--- config.mk ---
export PLATFORM = sky130hd
export DESIGN_NAME = softmax_exp_sched_flat
export DESIGN_NICKNAME = d
export VERILOG_FILES = /design/src/rtl/softmax_exp_sched_if.sv /design/src/rtl/softmax_exp_sched.sv /design/src/flat_wrapper.sv
export SDC_FILE = /design/constraint.sdc
export NUM_CORES = 1
export LEC_CHECK = 0
export CORE_MARGIN = 2
export CORE_UTILIZATION = 51
export CTS_BUF_LIST = sky130_fd_sc_hd__clkbuf_2
export CTS_CLUSTER_SIZE = 12
export DETAILED_ROUTE_END_ITERATION = 16
export MAX_ROUTING_LAYER = met4
export PLACE_DENSITY = 0.72
export RECOVER_POWER = 50
export SYNTH_ARGS = -nofsm -noshare
export SYNTH_HDL_FRONTEND = slang
export SYNTH_SLANG_ARGS = --single-unit
--- constraint.sdc ---
create_clock -name clk -period 2.7 [get_ports clk]
set_clock_uncertainty 0.2 [all_clocks]
set_input_delay 0.54 -clock clk [delete_from_list [all_inputs] [get_ports clk]]
set_output_delay 0.54 -clock clk [all_outputs]
set_load 0.05 [all_outputs]
--- src/rtl/softmax_exp_sched_if.sv ---
// Stream, exponent-unit and drain signals of the softmax exponent scheduler.
// The slave modport is the scheduler's view; master is the surrounding fabric.
interface softmax_exp_sched_if #(
  parameter int unsigned SUM_W = 13
) ();
  // Score input stream from the MAC array
  logic             s_valid;
  logic             s_ready;
  logic [7:0]       s_data;
  logic             s_last;

  // Shared combinational exponent unit
  logic [7:0]       ex_x;
  logic [8:0]       ex_y;

  // Credit-gated output stream to the normalizer
  logic             m_valid;
  logic [8:0]       m_data;
  logic             m_last;
  logic [SUM_W-1:0] m_sum;
  logic             credit_ret;

  // Status
  logic             busy;
  logic             len_err;

  modport master (
    output s_valid, s_data, s_last, ex_y, credit_ret,
    input  s_ready, ex_x, m_valid, m_data, m_last, m_sum, busy, len_err
  );

  modport slave (
    input  s_valid, s_data, s_last, ex_y, credit_ret,
    output s_ready, ex_x, m_valid, m_data, m_last, m_sum, busy, len_err
  );
endinterface

--- src/rtl/softmax_exp_sched.sv ---
// Row scheduler for the attention exponent stage. Fills a row buffer with
// exponentials from the shared ex unit while summing them, then drains the
// row under credit flow control with the row sum attached to every beat.
module softmax_exp_sched #(
  parameter int unsigned ROW_LEN = 8,
  parameter int unsigned CREDITS = 4,
  parameter int unsigned SUM_W   = 13
) (
  input logic                clk,
  input logic                rst,
  softmax_exp_sched_if.slave bus
);

  localparam int unsigned CNT_W = $clog2(ROW_LEN + 1);
  localparam int unsigned IDX_W = $clog2(ROW_LEN);
  localparam int unsigned CRD_W = $clog2(CREDITS + 1);

  localparam logic [CNT_W-1:0] LastIdx = CNT_W'(ROW_LEN - 1);
  localparam logic [CRD_W-1:0] CrdMax  = CRD_W'(CREDITS);

  typedef enum logic {StFill, StDrain} state_e;

  state_e           state_q;
  logic [CNT_W-1:0] wr_cnt_q;
  logic [CNT_W-1:0] rd_ptr_q;
  logic [CNT_W-1:0] len_q;
  logic [SUM_W-1:0] acc_q;
  logic [CRD_W-1:0] credit_cnt_q;
  logic [8:0]       row_buf_q [ROW_LEN];

  logic             m_valid_q;
  logic [8:0]       m_data_q;
  logic             m_last_q;
  logic [SUM_W-1:0] m_sum_q;
  logic             len_err_q;

  logic             accept;
  logic             row_end;
  logic             issue;
  logic             last_issue;
  logic [SUM_W-1:0] acc_d;
  logic [CRD_W-1:0] credit_cnt_d;

  // Handshake, row-termination and issue decode
  always_comb begin
    accept     = bus.s_valid && (state_q == StFill);
    // A row also ends when the buffer is full, even without s_last
    row_end    = accept && (bus.s_last || (wr_cnt_q == LastIdx));
    acc_d      = acc_q + SUM_W'(bus.ex_y);
    issue      = (state_q == StDrain) && (credit_cnt_q != '0) && (rd_ptr_q < len_q);
    last_issue = issue && (rd_ptr_q == (len_q - CNT_W'(1)));
  end

  // Credit counter next state: issue and return cancel, returns saturate
  always_comb begin
    credit_cnt_d = credit_cnt_q;
    case ({issue, bus.credit_ret})
      2'b10:   credit_cnt_d = credit_cnt_q - CRD_W'(1);
      2'b01:   credit_cnt_d = (credit_cnt_q == CrdMax) ? credit_cnt_q
                                                       : credit_cnt_q + CRD_W'(1);
      default: credit_cnt_d = credit_cnt_q;
    endcase
  end

  // Row buffer write; contents are don't-care after reset so it has none
  always_ff @(posedge clk) begin
    if (accept) begin
      row_buf_q[wr_cnt_q[IDX_W-1:0]] <= bus.ex_y;
    end
  end

  // FILL/DRAIN control with registered output beat, sum and error pulse
  always_ff @(posedge clk or posedge rst) begin
    if (rst) begin
      state_q      <= StFill;
      wr_cnt_q     <= '0;
      rd_ptr_q     <= '0;
      len_q        <= '0;
      acc_q        <= '0;
      credit_cnt_q <= CrdMax;
      m_valid_q    <= 1'b0;
      m_data_q     <= '0;
      m_last_q     <= 1'b0;
      m_sum_q      <= '0;
      len_err_q    <= 1'b0;
    end else begin
      credit_cnt_q <= credit_cnt_d;
      len_err_q    <= 1'b0;
      m_valid_q    <= issue;
      case (state_q)
        StFill: begin
          if (accept) begin
            wr_cnt_q <= wr_cnt_q + CNT_W'(1);
            acc_q    <= acc_d;
            if (row_end) begin
              state_q   <= StDrain;
              len_q     <= wr_cnt_q + CNT_W'(1);
              m_sum_q   <= acc_d;
              len_err_q <= !bus.s_last;
            end
          end
        end
        StDrain: begin
          if (issue) begin
            m_data_q <= row_buf_q[rd_ptr_q[IDX_W-1:0]];
            m_last_q <= last_issue;
            rd_ptr_q <= rd_ptr_q + CNT_W'(1);
            // Final beat: reopen for the next row in the same edge
            if (last_issue) begin
              state_q  <= StFill;
              wr_cnt_q <= '0;
              rd_ptr_q <= '0;
              acc_q    <= '0;
            end
          end
        end
        default: state_q <= StFill;
      endcase
    end
  end

  // Output drive; ex operand is a straight pass-through of the score
  always_comb begin
    bus.ex_x    = bus.s_data;
    bus.s_ready = (state_q == StFill);
    bus.busy    = (state_q == StDrain) || (wr_cnt_q != '0);
    bus.m_valid = m_valid_q;
    bus.m_data  = m_data_q;
    bus.m_last  = m_last_q;
    bus.m_sum   = m_sum_q;
    bus.len_err = len_err_q;
  end

endmodule
--- src/flat_wrapper.sv ---
// flat-port wrapper written by rule: the top's interface ports become plain ports
module softmax_exp_sched_flat 
#(
  parameter int unsigned ROW_LEN = 8,
  parameter int unsigned CREDITS = 4,
  parameter int unsigned SUM_W   = 13
)
  (clk, rst, bus_s_valid, bus_s_data, bus_s_last, bus_ex_y, bus_credit_ret, bus_s_ready, bus_ex_x, bus_m_valid, bus_m_data, bus_m_last, bus_m_sum, bus_busy, bus_len_err);
  softmax_exp_sched_if #(.SUM_W(SUM_W)) bus_i ();
  input logic clk;
  input logic rst;
  input wire logic [$bits(bus_i.s_valid)-1:0] bus_s_valid;
  input wire logic [$bits(bus_i.s_data)-1:0] bus_s_data;
  input wire logic [$bits(bus_i.s_last)-1:0] bus_s_last;
  input wire logic [$bits(bus_i.ex_y)-1:0] bus_ex_y;
  input wire logic [$bits(bus_i.credit_ret)-1:0] bus_credit_ret;
  output wire logic [$bits(bus_i.s_ready)-1:0] bus_s_ready;
  output wire logic [$bits(bus_i.ex_x)-1:0] bus_ex_x;
  output wire logic [$bits(bus_i.m_valid)-1:0] bus_m_valid;
  output wire logic [$bits(bus_i.m_data)-1:0] bus_m_data;
  output wire logic [$bits(bus_i.m_last)-1:0] bus_m_last;
  output wire logic [$bits(bus_i.m_sum)-1:0] bus_m_sum;
  output wire logic [$bits(bus_i.busy)-1:0] bus_busy;
  output wire logic [$bits(bus_i.len_err)-1:0] bus_len_err;
  assign bus_i.s_valid = bus_s_valid;
  assign bus_i.s_data = bus_s_data;
  assign bus_i.s_last = bus_s_last;
  assign bus_i.ex_y = bus_ex_y;
  assign bus_i.credit_ret = bus_credit_ret;
  assign bus_s_ready = bus_i.s_ready;
  assign bus_ex_x = bus_i.ex_x;
  assign bus_m_valid = bus_i.m_valid;
  assign bus_m_data = bus_i.m_data;
  assign bus_m_last = bus_i.m_last;
  assign bus_m_sum = bus_i.m_sum;
  assign bus_busy = bus_i.busy;
  assign bus_len_err = bus_i.len_err;
  softmax_exp_sched #(.ROW_LEN(ROW_LEN), .CREDITS(CREDITS), .SUM_W(SUM_W)) u_core (.clk(clk), .rst(rst), .bus(bus_i));
endmodule
==> results of run 1 <==
cells in the final DEF (no fill, tap or decap), types with 9 or more instances in the layout:
cell             instances
buf_4                   26
clkbuf_2                18
a21oi_1                 15
xor2_1                   9
inv_1                   17
clkbuf_1                11
o21ai_0                 16
nor2_1                  21
ha_1                    17
nand2_1                 47
mux2_2                   9
mux4_2                  18
nand3_1                 10
edfxtp_1                72
nor3_1                  10
clkdlybuf4s50_1         20
dfrtp_1                 53
dlygate4sd3_1           11
metal layers:
metal | vias to the layer above | routed length (um) | global-route usage
met5 | - | 0 | -
met4 | 0 | 150 | 0.0679
met3 | 14 | 540 | 0.0547
met2 | 92 | 5830 | 0.363
met1 | 1855 | 5030 | 0.268
li1 | 1729 | - | -
cell type report:
cell class                 instances  area (sq um)
fill                             865          4190
clock inverter                    14           198
timing repair buffer              79           683
multi-input combinational        251          2010
antenna                            1          2.50
tap                              140           175
clock buffer                      18          90.1
inverter                          19          72.6
sequential                       126          3510
path summary, 6_finish.rpt:
kind | end | cells after the start
worst max-delay path | bus_m_sum[9] | 1
worst min-delay path | u_core.bus.len_err | 2
worst max register to register | u_core.credit_cnt_q[1] | 8
worst min register to register | u_core.bus.m_last | 2
max in group asynchronous | u_core.acc_q[0] | 4
min in group asynchronous | u_core.len_q[2] | 3
power by group:
| part | switching, mW | total (mW) | internal [mW] |
|---|---|---|---|
| logic | 1.89 | 3.24 | 1.35 |
| registers | 0.308 | 2.72 | 2.41 |
| clock network | 0.659 | 1.35 | 0.688 |
sequential cells by signal, indices dropped and copies added, names as in the netlist:
name,flops
u_core.bus.m_data,9
u_core.wr_cnt_q,4
u_core.acc_q,13
u_core.bus.m_sum,13
u_core.bus.len_err,1
u_core.credit_cnt_q,3
u_core.bus.m_last,1
u_core.state_q,1
u_core.row_buf_q,72
u_core.len_q,4
u_core.rd_ptr_q,4
u_core.bus.m_valid,1
kinds of logic after synthesis:
logic type,after synthesis
flip-flops,126
adder cells (fa/ha/maj),19
buffers and inverters,44
multiplexers,28
AO/OA/AOI/OAI,85
XOR/XNOR,15
AND/OR/NAND/NOR,104
through the flow:
step           hold WS [ns]  worst slack (ns)  setup TNS, ns  cell area [sq um]
2_1_floorplan         0.270             0.211              0               5770
3_3_place_gp          0.270           -0.0714         -0.296               6480
3_5_place_dp          0.271            -0.106         -0.536               6480
4_1_cts             0.00472            0.0139              0               6770
5_1_grt               0.205         0.0000657              0               6750
6_report              0.265             0.110              0               6750
repair_timing:
action                     in CTS  in global routing
pin swaps                       0                  0
resized for setup               1                  8
hold endpoints to repair        0                  9
hold buffers                    0                  1
setup endpoints to repair       1                  8
==> summary.txt, run 1 <==
Top FF cell, synth -> edfxtp_1
Avg Inst Size Synth -> 13.7 sq um
Post-Route Utilization -> 0.617
Placed insts -> 614
Die H -> 110 um
Ports -> 57
DR pass1 iterations -> 4
Post-synthesis mux area share -> 0.0896
Status -> complete, no violations
H-Tree Level Count -> 4
Buf/Inv on CP -> 1
Setup violations, final -> 0
VDD IR max -> 0.000643 V
Total power -> 7.31 mW
Synth Instances -> 421
Post-Synth XOR/XNOR Area -> 0.0254
Post-layout min period -> 2.59 ns
Cell taking the most area after synthesis -> edfxtp_1
Flop2flop setup slack -> 0.26 ns
Vias in the first global route -> 3722
Reg clk slew, reported paths -> 0.18 ns
Crit path cell chain -> clkdlybuf4s50_1
Kind of cell adding the most delay to the critical path -> buffers and inverters
Area Overhead vs Synth -> 16.9%
Largest net degree at the start of global routing -> 36
Fin nets -> 535
Compound-cell area share of the yosys netlist -> 0.109
Pleak -> 2.71 nW
Worst path required time -> 1.96 ns
Setup bufs post-CTS -> 0
Max clock buf depth -> 2
Die area -> 0.0122 sq mm
Total GRT Usage -> 0.219
Largest family of logic cells by synthesized area -> compound AO/OA/AOI/OAI gates
Final GP Congestion -> 0.867
Max Cap Violations -> 0
WL/cell -> 17.8 um
DRC violations left -> 0
Post-Syn Area -> 0.00577 sq mm
Yosys warning count -> 0
Initial Util -> 0.527
Via density -> 5.69
# rows -> 38
Antenna violations before repair -> 1
Crit path DAT -> 1.85 ns
Later-pin clock latency in the skew report -> 0.65 ns
Post-synth EDFFs -> 72
Final Hold Viols -> 0
CTS buffer count -> 17
Max-slew headroom -> 0.424
Mapped Nets -> 462
Adder-Cell Fraction of Synth Area -> 0.0438
Share of cells above drive strength 1 -> 0.197
Root Buffer -> clkbuf_2
Worst Setup SP -> u_core.bus.m_sum[9]
Slowest CP cell -> clkdlybuf4s50_1
Critical Path Start Type -> flip-flop
DIE WIDTH -> 110 um
Worst path max stage delay -> 0.81 ns
DRT Wirelength -> 11500 um
Unrepaired setup endpoints after global routing -> false
First-pass GRT wire length -> 18800 um
Top-count cell post-synth -> edfxtp_1
PortBufs -> 40
Crit Path Max Fanout -> 2
Dpl hpwl -> 7650 um
Fmax -> 0.386 GHz
Area contributors post-synth -> edfxtp_1 37%, dfrtp_1 23%, mux4_2 7.0%
Power density cells -> 1080 mW/mm^2
CTS Sinks -> 126
ANT nets after route -> 0
Max Slew Vio Count -> 0
Global route total overflow -> 0
Hold wc startpoint -> bus_s_last
Hold Crit Class -> in -> reg
Synth top area share -> 0.375
FF-to-FF Start -> u_core.len_q[2]
Simple-Gate Fraction of Synth Area -> 0.0803
Top cells by count, synth -> 72 x edfxtp_1, 53 x dfrtp_1, 47 x nand2_1, 21 x nor2_1, 18 x mux4_2
TritonCTS clock tree -> done
Async S/R FF share, synth -> 0.429
Crit Path Class -> reg -> out
Worst Tran Pin Value -> 0.863 ns
DRT iter0 DRCs -> 167
Final cell count without fillers -> 648
Register area share after synthesis -> 0.609
Post-synthesis register bit count -> 126
Yosys cell types -> 56
Tcrit/Tclk final -> 0.959
Via count -> 3690
Endpoint type of the worst setup path -> output pin
Core area -> 0.0109 sq mm
Note: power is estimated with default switching activity, not from simulation.
==> run 2: changes to the inputs <==
Settings changed: CORE_UTILIZATION 51 to 35, DONT_BUFFER_PORTS set to 1, PLACE_DENSITY 0.72 to 0.48.
==> run 2 against run 1 <==
  * Core utilization decreased by 22 points
  * Combinational power down 32%
  * Sequential share of layout area rose by 3.3 points
==> summary.txt, run 2 (synthesized netlist as in run 1, its figures left out) <==
Pleak -> 2.41 nW
DRC violations left -> 0
DRT iter0 DRCs -> 247
# rows -> 46
Total power -> 6.67 mW
Critical Path Start Type -> input port
Via density -> 5.01
Final GP Congestion -> 0.787
Power density cells -> 1050 mW/mm^2
WL/cell -> 17.9 um
Core area -> 0.0160 sq mm
Vias in the first global route -> 3557
Worst path required time -> 3.06 ns
Max-slew headroom -> 0.0315
Crit Path Max Fanout -> 9
DIE WIDTH -> 132 um
Via count -> 3390
Largest net degree at the start of global routing -> 55
CTS Sinks -> 126
Max Slew Vio Count -> 0
Final Hold Viols -> 0
Root Buffer -> clkbuf_2
Initial Util -> 0.360
Fin worst setup slack -> 0.217 ns
First-pass GRT wire length -> 19800 um
Crit Path Class -> in -> reg
Fill count -> 1566
Crit path DAT -> 2.84 ns
DR pass1 iterations -> 4
Max Cap Violations -> 0
Most common cell after layout, fill and taps aside -> edfxtp_1
Ports -> 57
Max FFs per register -> 72
Area Overhead vs Synth -> 10.1%
Antenna violations before repair -> 1
Share of cells above drive strength 1 -> 0.203
Tcrit/Tclk final -> 0.920
DRT Wirelength -> 12100 um
Die area -> 0.0175 sq mm
Global route total overflow -> 0
DP Worst Slack -> 0.287 ns
Die H -> 132 um
Setup violations, final -> 0
Hold Crit Class -> in -> reg
VDD IR max -> 0.000501 V
ANT nets after route -> 0
Setup tns final -> 0 ns
Setup bufs post-CTS -> 0
Status -> complete, no violations
Fin nets -> 487
Dpl hpwl -> 8000 um
Later-pin clock latency in the skew report -> 0.67 ns
TritonCTS clock tree -> done
Reg clk slew, reported paths -> 0.17 ns
Max clock buf depth -> 2
Fmax -> 0.403 GHz
Most frequent cells in the layout -> 72 x edfxtp_1, 52 x dfrtp_1, 47 x nand2_1
Endpoint type of the worst setup path -> flip-flop
Post-layout min period -> 2.48 ns
Unrepaired setup endpoints after global routing -> false
CTS buffer count -> 17
Worst Tran Pin Value -> 1.45 ns
Total GRT Usage -> 0.153
PortBufs -> 0
H-Tree Level Count -> 4
-- run 2: final timing paths --
check                                         end             from  cells after the start  slack [ns]
max                              u_core.acc_q[12]      bus_ex_y[0]                      8        0.22
min                               u_core.acc_q[2]      bus_ex_y[2]                      3        0.15
max reg2reg                u_core.credit_cnt_q[1]  u_core.len_q[3]                      7        0.28
min reg2reg                       u_core.acc_q[6]  u_core.acc_q[6]                      1        0.34
max in group asynchronous      u_core.wr_cnt_q[0]              rst                      3        0.74
min in group asynchronous      u_core.bus.m_valid              rst                      3        0.59
-- run 2: layout make-up --
type | count | area, sq um | area share
flip-flops and latches | 126 | 3520 | 0.554
multi-input cells | 251 | 2020 | 0.318
well taps | 216 | 270 | 0.0426
repair buffers | 31 | 248 | 0.0390
clock inverters | 12 | 121 | 0.0191
clock buffers | 20 | 100 | 0.0158
inverters | 19 | 72.6 | 0.0114
diodes | 1 | 2.50 | 0.000394
-- run 2: metal layers --
metal | track usage | up-vias | wire [um]
met5 | - | - | 0
met4 | 0.0562 | 0 | 87
met3 | 0.0473 | 10 | 579
met2 | 0.238 | 73 | 5970
met1 | 0.188 | 1682 | 5480
li1 | - | 1625 | -
-- run 2: per-stage QoR --
stage / instance area, sq um / std cells / hold slack (ns) / utilization
after floorplan: 5770 / 421 / 0.270 / -
after global placement: 6020 / 630 / 0.295 / 0.376
after detailed placement: 6020 / 630 / 0.296 / 0.376
after CTS: 6380 / 675 / 0.0301 / 0.399
after global routing: 6350 / 676 / 0.0393 / 0.397
final: 6350 / 676 / 0.148 / 0.397
-- run 2: worst max-delay path: stages --
cell and delay, ns:
dlygate4sd3_1 0.69, ha_1 0.24, fa_1 0.23, nand3_1 0.13, a211oi_1 0.36, o211ai_1 0.21, and3_1 0.22, a211o_1 0.22
-- run 2: timing repair --
item,in CTS,in global routing
pin swaps,0,0
resized for setup,1,1
hold buffers,13,0
setup endpoints to repair,1,1
endpoints found under the hold margin,139,0
-- run 2: power by group --
group | total (mW) | switching, mW | internal, mW
sequential | 3.33 | 0.924 | 2.41
clock | 1.12 | 0.697 | 0.427
combinational | 2.21 | 1.21 | 0.997
total | 6.67 | 2.84 | 3.83
==> run 3: changes to the inputs <==
Settings changed: CAP_MARGIN set to 15, CORE_MARGIN 2 to unset, CTS_BUF_LIST sky130_fd_sc_hd__clkbuf_2 to sky130_fd_sc_hd__clkbuf_8.
==> run 3 against run 2 <==
  * Hold slack worse by 0.099 ns
  * Non-clock buffer count is 1 lower
  * Critical path depth shrank 5
  * First-iteration DRC count is 23% lower
  * Largest power group unchanged
  * Highest routed layer unchanged
==> summary.txt, run 3 (synthesized netlist as in run 1, its figures left out) <==
Reg clk slew, reported paths -> 0.07 ns
Buf/Inv on CP -> 1
Ports -> 57
ANT nets after route -> 0
Global route total overflow -> 0
Finished Cell Area -> 0.00653 sq mm
Slowest CP cell -> dfrtp_1
Unrepaired setup endpoints after global routing -> false
Die area -> 0.0170 sq mm
Post-layout min period -> 2.42 ns
Crit path cell chain -> inv_1 > ha_1 > nand3_1
Power density cells -> 1110 mW/mm^2
DP Worst Slack -> 0.251 ns
Total GRT Usage -> 0.162
Post-Route Utilization -> 0.408
Hold WS -> 0.0488 ns
CTS buffer count -> 17
Later-pin clock latency in the skew report -> 0.44 ns
# resized after CTS -> 0
WL/cell -> 18.1 um
Placed cell area -> 0.00603 sq mm
Fin nets -> 486
Cts hold-fix bufs -> 11
Worst Tran Pin Value -> 1.19 ns
TritonCTS clock tree -> done
Max clock buf depth -> 2
Fmax -> 0.414 GHz
Max FFs per register -> 72
Final cell count without fillers -> 674
Total power -> 7.27 mW
Max Slew Vio Count -> 0
Area Overhead vs Synth -> 13.3%
H-Tree Level Count -> 4
Status -> complete, no violations
Crit path DAT -> 1.68 ns
Max Cap Violations -> 0
Root Buffer -> clkbuf_8
Worst path required time -> 1.96 ns
Hold Crit Class -> in -> reg
Via density -> 5.02
Endpoint type of the worst setup path -> output pin
Share of cells above drive strength 1 -> 0.190
VDD IR max -> 0.000497 V
Crit Path Class -> reg -> out
Kind of cell adding the most delay to the critical path -> flip-flops
Antenna violations before repair -> 0
Most frequent cells in the layout -> 72 x edfxtp_1, 53 x dfrtp_1, 47 x nand2_1
Die H -> 130 um
DIE WIDTH -> 130 um
Vias in the first global route -> 3457
Pleak -> 2.49 nW
DR pass1 iterations -> 4
Dpl hpwl -> 8180 um
Final Hold Viols -> 0
CTS Sinks -> 126
First-pass GRT wire length -> 19100 um
Crit Path Max Fanout -> 8
Worst path max stage delay -> 0.49 ns
DRT Wirelength -> 12200 um
Via count -> 3385
Setup tns final -> 0 ns
Core area -> 0.0160 sq mm
Largest net degree at the start of global routing -> 30
Placed insts -> 631
Antenna fix cells -> 0
DRT iter0 DRCs -> 191
DRC violations left -> 0
Critical Path Start Type -> flip-flop
Fin worst setup slack -> 0.285 ns
Most common cell after layout, fill and taps aside -> edfxtp_1
PortBufs -> 0
Max-slew headroom -> 0.208
# rows -> 46
Initial Util -> 0.360
Tcrit/Tclk final -> 0.894
Setup violations, final -> 0
Setup bufs post-CTS -> 0
Final GP Congestion -> 0.783
## run 3: layer usage
metal / track usage / up-vias / wire [um]
met5: - / - / 0
met4: 0.0649 / 0 / 225
met3: 0.0452 / 18 / 599
met2: 0.270 / 61 / 6040
met1: 0.185 / 1695 / 5310
li1: - / 1611 / -
## run 3: final timing paths
check                                   startpoint                endpoint  slack [ns]  cells past startpoint
worst max-delay path            u_core.wr_cnt_q[0]                bus_busy        0.28                      3
worst min-delay path                bus_credit_ret  u_core.credit_cnt_q[2]        0.05                      2
worst max register to register     u_core.len_q[0]        u_core.acc_q[12]        0.34                      7
worst min register to register     u_core.acc_q[0]         u_core.acc_q[0]        0.31                      1
max in group asynchronous                      rst    u_core.bus.m_data[4]        0.63                      3
min in group asynchronous                      rst      u_core.bus.m_valid        0.66                      2
## run 3: cell type report
class | instances | area [sq um]
clock buffer | 17 | 234
clock inverter | 15 | 180
fill | 1548 | 9470
inverter | 19 | 72.6
multi-input combinational | 251 | 2010
sequential | 126 | 3510
tap | 216 | 270
timing repair buffer | 30 | 249
## run 3: power by group
group / internal (mW) / switching, mW / leakage [nW] / total, mW
Combinational: 1.01 / 1.21 / 0.967 / 2.22
Clock: 0.985 / 0.726 / 0.210 / 1.71
Sequential: 2.41 / 0.935 / 1.31 / 3.34
